### src/rtl/uart_rx_param_if.sv
// Ready/valid word channel out of uart_rx_param. It carries the received word together with
// its parity and framing flags.
interface uart_rx_param_if #(
  parameter int DATA_BITS = 8
) ();
  logic [DATA_BITS-1:0] m_data;
  logic                 m_parity_err;
  logic                 m_frame_err;
  logic                 m_valid;
  logic                 m_ready;

  modport master (output m_data, m_parity_err, m_frame_err, m_valid, input m_ready);
  modport slave  (input m_data, m_parity_err, m_frame_err, m_valid, output m_ready);
endinterface

### src/rtl/uart_rx_param.sv
// Parametrised UART receiver: majority-vote oversampling, optional parity, 1-2 stop bits,
// a ready/valid holding register, and overrun/break reporting.
module uart_rx_param #(
  parameter int CLK_DIV    = 4,
  parameter int OVERSAMPLE = 16,
  parameter int DATA_BITS  = 8,
  parameter int PARITY     = 0,
  parameter int STOP_BITS  = 1
) (
  input  logic            clk,
  input  logic            rst,
  input  logic            rx,
  uart_rx_param_if.master m,
  output logic            overrun,
  output logic            break_det,
  output logic            busy
);
  localparam int DIV_W  = (CLK_DIV > 1) ? $clog2(CLK_DIV) : 1;
  localparam int TICK_W = $clog2(OVERSAMPLE);
  localparam int IDX_W  = $clog2(DATA_BITS);
  localparam int HALF   = OVERSAMPLE / 2;

  localparam logic [DIV_W-1:0]  DIV_LAST  = DIV_W'(CLK_DIV - 1);
  localparam logic [TICK_W-1:0] TICK_LAST = TICK_W'(OVERSAMPLE - 1);
  localparam logic [TICK_W-1:0] SMP_0     = TICK_W'(HALF - 1);
  localparam logic [TICK_W-1:0] SMP_1     = TICK_W'(HALF);
  localparam logic [TICK_W-1:0] SMP_2     = TICK_W'(HALF + 1);
  localparam logic [IDX_W-1:0]  IDX_LAST  = IDX_W'(DATA_BITS - 1);
  localparam logic [0:0]        STOP_LAST = 1'(STOP_BITS - 1);
  localparam logic              PAR_ODD   = (PARITY == 2);

  typedef enum logic [2:0] {
    S_IDLE, S_START, S_DATA, S_PARITY, S_STOP, S_BRKWAIT
  } state_t;

  state_t               state, state_next;
  logic                 rx_meta, rx_s;
  logic [1:0]           sync_fill;
  logic                 armed;
  logic [DIV_W-1:0]     div_cnt;
  logic [TICK_W-1:0]    tick_cnt;
  logic [2:0]           smp;
  logic [IDX_W-1:0]     idx;
  logic [0:0]           stop_idx;
  logic [DATA_BITS-1:0] data_sr;
  logic                 perr, ferr, hi_seen;
  logic                 tick, bit_end, vote, last_stop, is_break;
  logic                 deliver, brk_now;

  assign busy      = (state != S_IDLE);
  assign tick      = busy && (div_cnt == DIV_LAST);
  assign bit_end   = tick && (tick_cnt == TICK_LAST);
  assign vote      = (smp[0] & smp[1]) | (smp[0] & smp[2]) | (smp[1] & smp[2]);
  assign last_stop = (state == S_STOP) && bit_end && (stop_idx == STOP_LAST);
  // A break is an all-zero frame: data, parity and every stop vote low.
  assign is_break  = (data_sr == '0) && !hi_seen && !vote;

  // NOTE: state and datapath registers use non-blocking assignments so every flop
  // samples pre-edge values regardless of statement order.
  always_ff @(posedge clk) begin
    if (!rst) state <= S_IDLE;
    else      state <= state_next;
  end

  // NOTE: every always_comb output gets a default first, so no path leaves it
  // unassigned and no latch is inferred.
  always_comb begin
    state_next = state;
    deliver    = 1'b0;
    brk_now    = 1'b0;
    unique case (state)
      S_IDLE:    if (armed && !rx_s) state_next = S_START;
      S_START:   if (bit_end) state_next = vote ? S_IDLE : S_DATA;
      S_DATA:    if (bit_end && idx == IDX_LAST) state_next = (PARITY != 0) ? S_PARITY : S_STOP;
      S_PARITY:  if (bit_end) state_next = S_STOP;
      S_STOP: begin
        if (last_stop) begin
          if (is_break) begin
            brk_now    = 1'b1;
            state_next = S_BRKWAIT;
          end else begin
            deliver    = 1'b1;
            state_next = S_IDLE;
          end
        end
      end
      S_BRKWAIT: if (rx_s) state_next = S_IDLE;
      default:   state_next = S_IDLE;
    endcase
  end

  always_ff @(posedge clk) begin
    if (!rst) begin
      rx_meta        <= 1'b1;
      rx_s           <= 1'b1;
      sync_fill      <= '0;
      armed          <= 1'b0;
      div_cnt        <= '0;
      tick_cnt       <= '0;
      smp            <= '0;
      idx            <= '0;
      stop_idx       <= '0;
      data_sr        <= '0;
      perr           <= 1'b0;
      ferr           <= 1'b0;
      hi_seen        <= 1'b0;
      m.m_data       <= '0;
      m.m_parity_err <= 1'b0;
      m.m_frame_err  <= 1'b0;
      m.m_valid      <= 1'b0;
      overrun        <= 1'b0;
      break_det      <= 1'b0;
    end else begin
      rx_meta   <= rx;
      rx_s      <= rx_meta;
      // Arm only on a high that really came through both synchroniser stages,
      // not on their reset value.
      sync_fill <= {sync_fill[0], 1'b1};
      if (sync_fill[1] && rx_s) armed <= 1'b1;

      if (!busy) begin
        div_cnt  <= '0;
        tick_cnt <= '0;
      end else if (tick) begin
        div_cnt  <= '0;
        tick_cnt <= (tick_cnt == TICK_LAST) ? '0 : tick_cnt + 1'b1;
      end else begin
        div_cnt  <= div_cnt + 1'b1;
      end

      if (tick) begin
        if (tick_cnt == SMP_0) smp[0] <= rx_s;
        if (tick_cnt == SMP_1) smp[1] <= rx_s;
        if (tick_cnt == SMP_2) smp[2] <= rx_s;
      end

      if (bit_end) begin
        unique case (state)
          S_START: begin
            idx      <= '0;
            stop_idx <= '0;
            data_sr  <= '0;
            perr     <= 1'b0;
            ferr     <= 1'b0;
            hi_seen  <= 1'b0;
          end
          S_DATA: begin
            data_sr[idx] <= vote;
            idx          <= idx + 1'b1;
          end
          S_PARITY: begin
            perr    <= (^data_sr ^ vote) ^ PAR_ODD;
            hi_seen <= hi_seen | vote;
          end
          S_STOP: begin
            ferr     <= ferr | ~vote;
            hi_seen  <= hi_seen | vote;
            stop_idx <= stop_idx + 1'b1;
          end
          default: ;
        endcase
      end

      overrun   <= deliver && m.m_valid && !m.m_ready;
      break_det <= brk_now;
      if (deliver && (!m.m_valid || m.m_ready)) begin
        m.m_data       <= data_sr;
        m.m_parity_err <= perr;
        m.m_frame_err  <= ferr | ~vote;
        m.m_valid      <= 1'b1;
      end else if (m.m_valid && m.m_ready) begin
        m.m_valid <= 1'b0;
      end
    end
  end
endmodule
### src/flat_wrapper.sv
// flat-port wrapper written by rule: the top's interface ports become plain ports
module uart_rx_param_flat 
#(
  parameter int CLK_DIV    = 4,
  parameter int OVERSAMPLE = 16,
  parameter int DATA_BITS  = 8,
  parameter int PARITY     = 0,
  parameter int STOP_BITS  = 1
)
  (clk, rst, rx, overrun, break_det, busy, m_m_data, m_m_parity_err, m_m_frame_err, m_m_valid, m_m_ready);
  uart_rx_param_if #(.DATA_BITS(DATA_BITS)) m_i ();
  input  logic clk;
  input  logic rst;
  input  logic rx;
  output logic overrun;
  output logic break_det;
  output logic busy;
  output wire logic [$bits(m_i.m_data)-1:0] m_m_data;
  output wire logic [$bits(m_i.m_parity_err)-1:0] m_m_parity_err;
  output wire logic [$bits(m_i.m_frame_err)-1:0] m_m_frame_err;
  output wire logic [$bits(m_i.m_valid)-1:0] m_m_valid;
  input wire logic [$bits(m_i.m_ready)-1:0] m_m_ready;
  assign m_m_data = m_i.m_data;
  assign m_m_parity_err = m_i.m_parity_err;
  assign m_m_frame_err = m_i.m_frame_err;
  assign m_m_valid = m_i.m_valid;
  assign m_i.m_ready = m_m_ready;
  uart_rx_param #(.CLK_DIV(CLK_DIV), .OVERSAMPLE(OVERSAMPLE), .DATA_BITS(DATA_BITS), .PARITY(PARITY), .STOP_BITS(STOP_BITS)) u_core (.clk(clk), .rst(rst), .rx(rx), .m(m_i), .overrun(overrun), .break_det(break_det), .busy(busy));
endmodule
### config.mk
export PLATFORM = sky130hd
export DESIGN_NAME = uart_rx_param_flat
export DESIGN_NICKNAME = d
export VERILOG_FILES = /design/src/rtl/uart_rx_param_if.sv /design/src/rtl/uart_rx_param.sv /design/src/flat_wrapper.sv
export SDC_FILE = /design/constraint.sdc
export NUM_CORES = 1
export LEC_CHECK = 0
export ABC_AREA = 1
export CELL_PAD_IN_SITES_DETAIL_PLACEMENT = 1
export CELL_PAD_IN_SITES_GLOBAL_PLACEMENT = 2
export CORE_MARGIN = 1.5
export CORE_UTILIZATION = 33
export CTS_CLUSTER_SIZE = 28
export DETAILED_ROUTE_END_ITERATION = 16
export PLACE_DENSITY = 0.78
export SLEW_MARGIN = 30
export SYNTH_ARGS = -nofsm -noshare
export SYNTH_HDL_FRONTEND = slang
export SYNTH_SLANG_ARGS = --single-unit
### constraint.sdc
create_clock -name clk -period 1.91 [get_ports clk]
set_clock_uncertainty 0.05 [all_clocks]
set_input_delay 0.191 -clock clk [delete_from_list [all_inputs] [get_ports clk]]
set_output_delay 0.191 -clock clk [all_outputs]
set_load 0.1 [all_outputs]
==> reports/results.tsv <==
stage	metric	value	unit
synth	number of enable flip-flop cells after synthesis	0	
die	Die Wd	84.90	um
power	maximum vdd drop	1058	uV
setup_path	Crit Path Category	reg -> reg	
die	row count	29	
setup_path	critical-path cell list	ha_1, nand2_2, nor2_4, nand3_4, inv_2, nand2_2, nor2_4, nand3_4, nor2_1, nor2_1	
setup_path	Worst EP arrival	1870	ps
global_routing	largest net degree at the start of global routing	18	
clock_network	CTS tree	done	
power	Leak	0.001148	uW
drt	Wirelength per Cell	12.44	um
setup_path	startpoint types	flip-flop	
timing	Slew HR	0.6676	
drt	initial drt markers	71	
setup_path	Critical Path Sink Type	flip-flop	
drt	detailed-route DRC error count	3	
clock_network	H-tree levels	2	
synth	Synthesis Warnings	0	
global_routing	total global-route track usage	0.1524	
synth	Synth Register Bits	45	
layout	Area growth syn-to-layout	16.39	%
layout	Ant. Diodes	0	
setup_path	CP top delay family	simple AND/OR/NAND/NOR gates	
drt	Antenna Violating Nets Remaining	0	
die	die height	84.90	um
timing	post-route setup slack	179.1	ps
setup_path	CP Max Fanout	10	
job	Max Cap Violations	0	
run_status	failing checks	DRC	
layout	fin nets	342	
synth	Synth Flop Type	dfxtp_1	
run_status	status	finished with violations	
setup_path	worst path buffer plus inverter count	1	
place	area post-placement	2470	um2
hold_path	Hold Path Class	reg -> reg	
synth	Post-Syn Instances	303	
synth	Cell Area, Synth	2213	um2
die	initial core utilization	0.3446	
synth	top-count cell post-synth	nand2_1	
place	PortBufs	17	
timing	Least-Margin Pin Slew	498.5	ps
drt	DRT Wirelength	5052	um
clock_network	Hold-fix buffers, CTS	0	
place	Setup WS pre-CTS	64.16	ps
drt	vias per inst	4.727	
die	Total Die Area	7207	um2
die	Ports	18	
setup_path	max incr delay on CP	370	ps
synth	largest cells by area after synthesis	dfxtp_1, nand2_1, nor2_1	
power	power per standard cell area	994.2	nW/um2
timing	final setup fails	0	
layout	filler instances	822	
global_routing	grt ovf	0	
setup_path	CP max stage cell	dfxtp_2	
global_routing	global-route wire length before repair	8845	um
timing	Tcrit/Tclk final	0.9062	
timing	fin. max-slew vios	0	
synth	Yosys top cell area share	0.4070	
clock_network	worst skew pair latency	290	ps
synth	syn_nets	317	
setup_path	WP data required	2050	ps
synth	average size of a mapped cell	7.305	um2
clock_network	Inserted Clock Buffers	5	
timing	RSZ-0062 raised after global routing	yes	
clock_network	# clock sinks	45	
synth	Netlist cell types	35	
place	RePlAce Congestion	0.7833	
place	DP HPWL	3910	um
synth	sequential element share of the synthesized area	0.4070	
synth	largest area contributor in the netlist	dfxtp_1	
clock_network	Clock Tree Root	clkbuf_8	
global_routing	vias in the first global route	1926	
drt	Vias	1919	
timing	top achievable clock speed	0.5777	GHz
clock_network	Worst-path clk slew	90	ps
synth	top cells by count, synth	nand2_1, nor2_1, dfxtp_1	
global_routing	antenna violations before repair	0	
synth	async set or reset register ratio after synthesis	0	
layout	layout cells sized above 1	0.1672	
drt	drt first pass iters	12	
layout	final instance area	2576	um2
timing	Final Hold Viols	0	
die	Core Area	6422	um2
timing	post-layout min period	1731	ps
clock_network	clk buf depth	2	
-- state kept, by name, summed over array words and instances (netlist names), 2 cells and up --
name and count:
u_core.data_sr 8, u_core.div_cnt 2, u_core.idx 3, u_core.m.m_data 8
u_core.smp 3, u_core.state 3, u_core.sync_fill 2, u_core.tick_cnt 4
-- area by class of cell --
class / instances / area [um2] / share of cell area
clock inverter: 1 / 5.005 / 0.001943
sequential: 45 / 902.1 / 0.3502
tap: 77 / 96.34 / 0.03740
multi-input combinational: 206 / 1104 / 0.4284
clock buffer: 7 / 96.34 / 0.03740
inverter: 46 / 172.7 / 0.06702
timing repair buffer: 24 / 200.2 / 0.07771
-- cells in the final DEF, fill, tap and decap left out, types with 3 or more instances in the layout --
cell / instances
a21oi_1: 17
buf_4: 20
clkbuf_8: 7
clkdlybuf4s50_1: 3
dfxtp_1: 44
ha_1: 10
inv_1: 39
inv_2: 5
nand2_1: 66
nand2_2: 3
nand3_1: 8
nand4_1: 5
nor2_1: 46
nor2_4: 3
nor3_1: 11
o21ai_0: 4
o21ai_1: 8
xor2_1: 3
-- cells by family (layout without fill, tap and decap cells) --
| group | Yosys count | count (layout) | synth area share |
|---|---|---|---|
| buffers and inverters | 52 | 78 | 0.09610 |
| XOR/XNOR | 3 | 3 | 0.01187 |
| flip-flops | 45 | 45 | 0.4070 |
| adder cells (fa/ha/maj) | 10 | 10 | 0.05653 |
| AO/OA/AOI/OAI | 39 | 39 | 0.09950 |
| AND/OR/NAND/NOR | 154 | 154 | 0.3290 |
-- final timing paths --
kind	to	slack, ps	depth (start not counted)	startpoint
min	u_core.rx_s	370	1	u_core.rx_meta
min reg2reg	u_core.rx_s	370	1	u_core.rx_meta
max reg2reg	u_core.m.m_data[2]	180	10	u_core.tick_cnt[0]
max	u_core.m.m_data[2]	180	10	u_core.tick_cnt[0]
-- per-layer routing --
metal  global-route usage  routed length [um]  vias up
li1                     -                   -     1006
met1               0.1937                2463      889
met2               0.2647                2415       20
met3              0.03307                 138        4
met4              0.03577                  35        0
met5                    0                   0        -
-- per-stage QoR --
step                  util  setup TNS (ps)  hold WS [ps]  total power [uW]  cells
detailed placement  0.3846               0         354.7              1945    398
global placement    0.3846               0         343.9              1947    398
global route        0.4011          -41.42         392.0              2740    406
finish              0.4011               0         367.9              2561    406
CTS                 0.4004               0         374.7              2608    406
floorplan                -               0         168.7              1691    303
-- power breakdown --
group | switching, uW | internal [uW]
clock | 314 | 327
sequential | 51.6 | 990
combinational | 590 | 288
-- timing repair --
item                                    CTS  global route
setup buffers                             0             0
gates resized for setup                   0             2
hold endpoints to repair                  0             0
endpoints found under the setup margin    0            20
No activity file was read; power rests on OpenSTA's default activity.
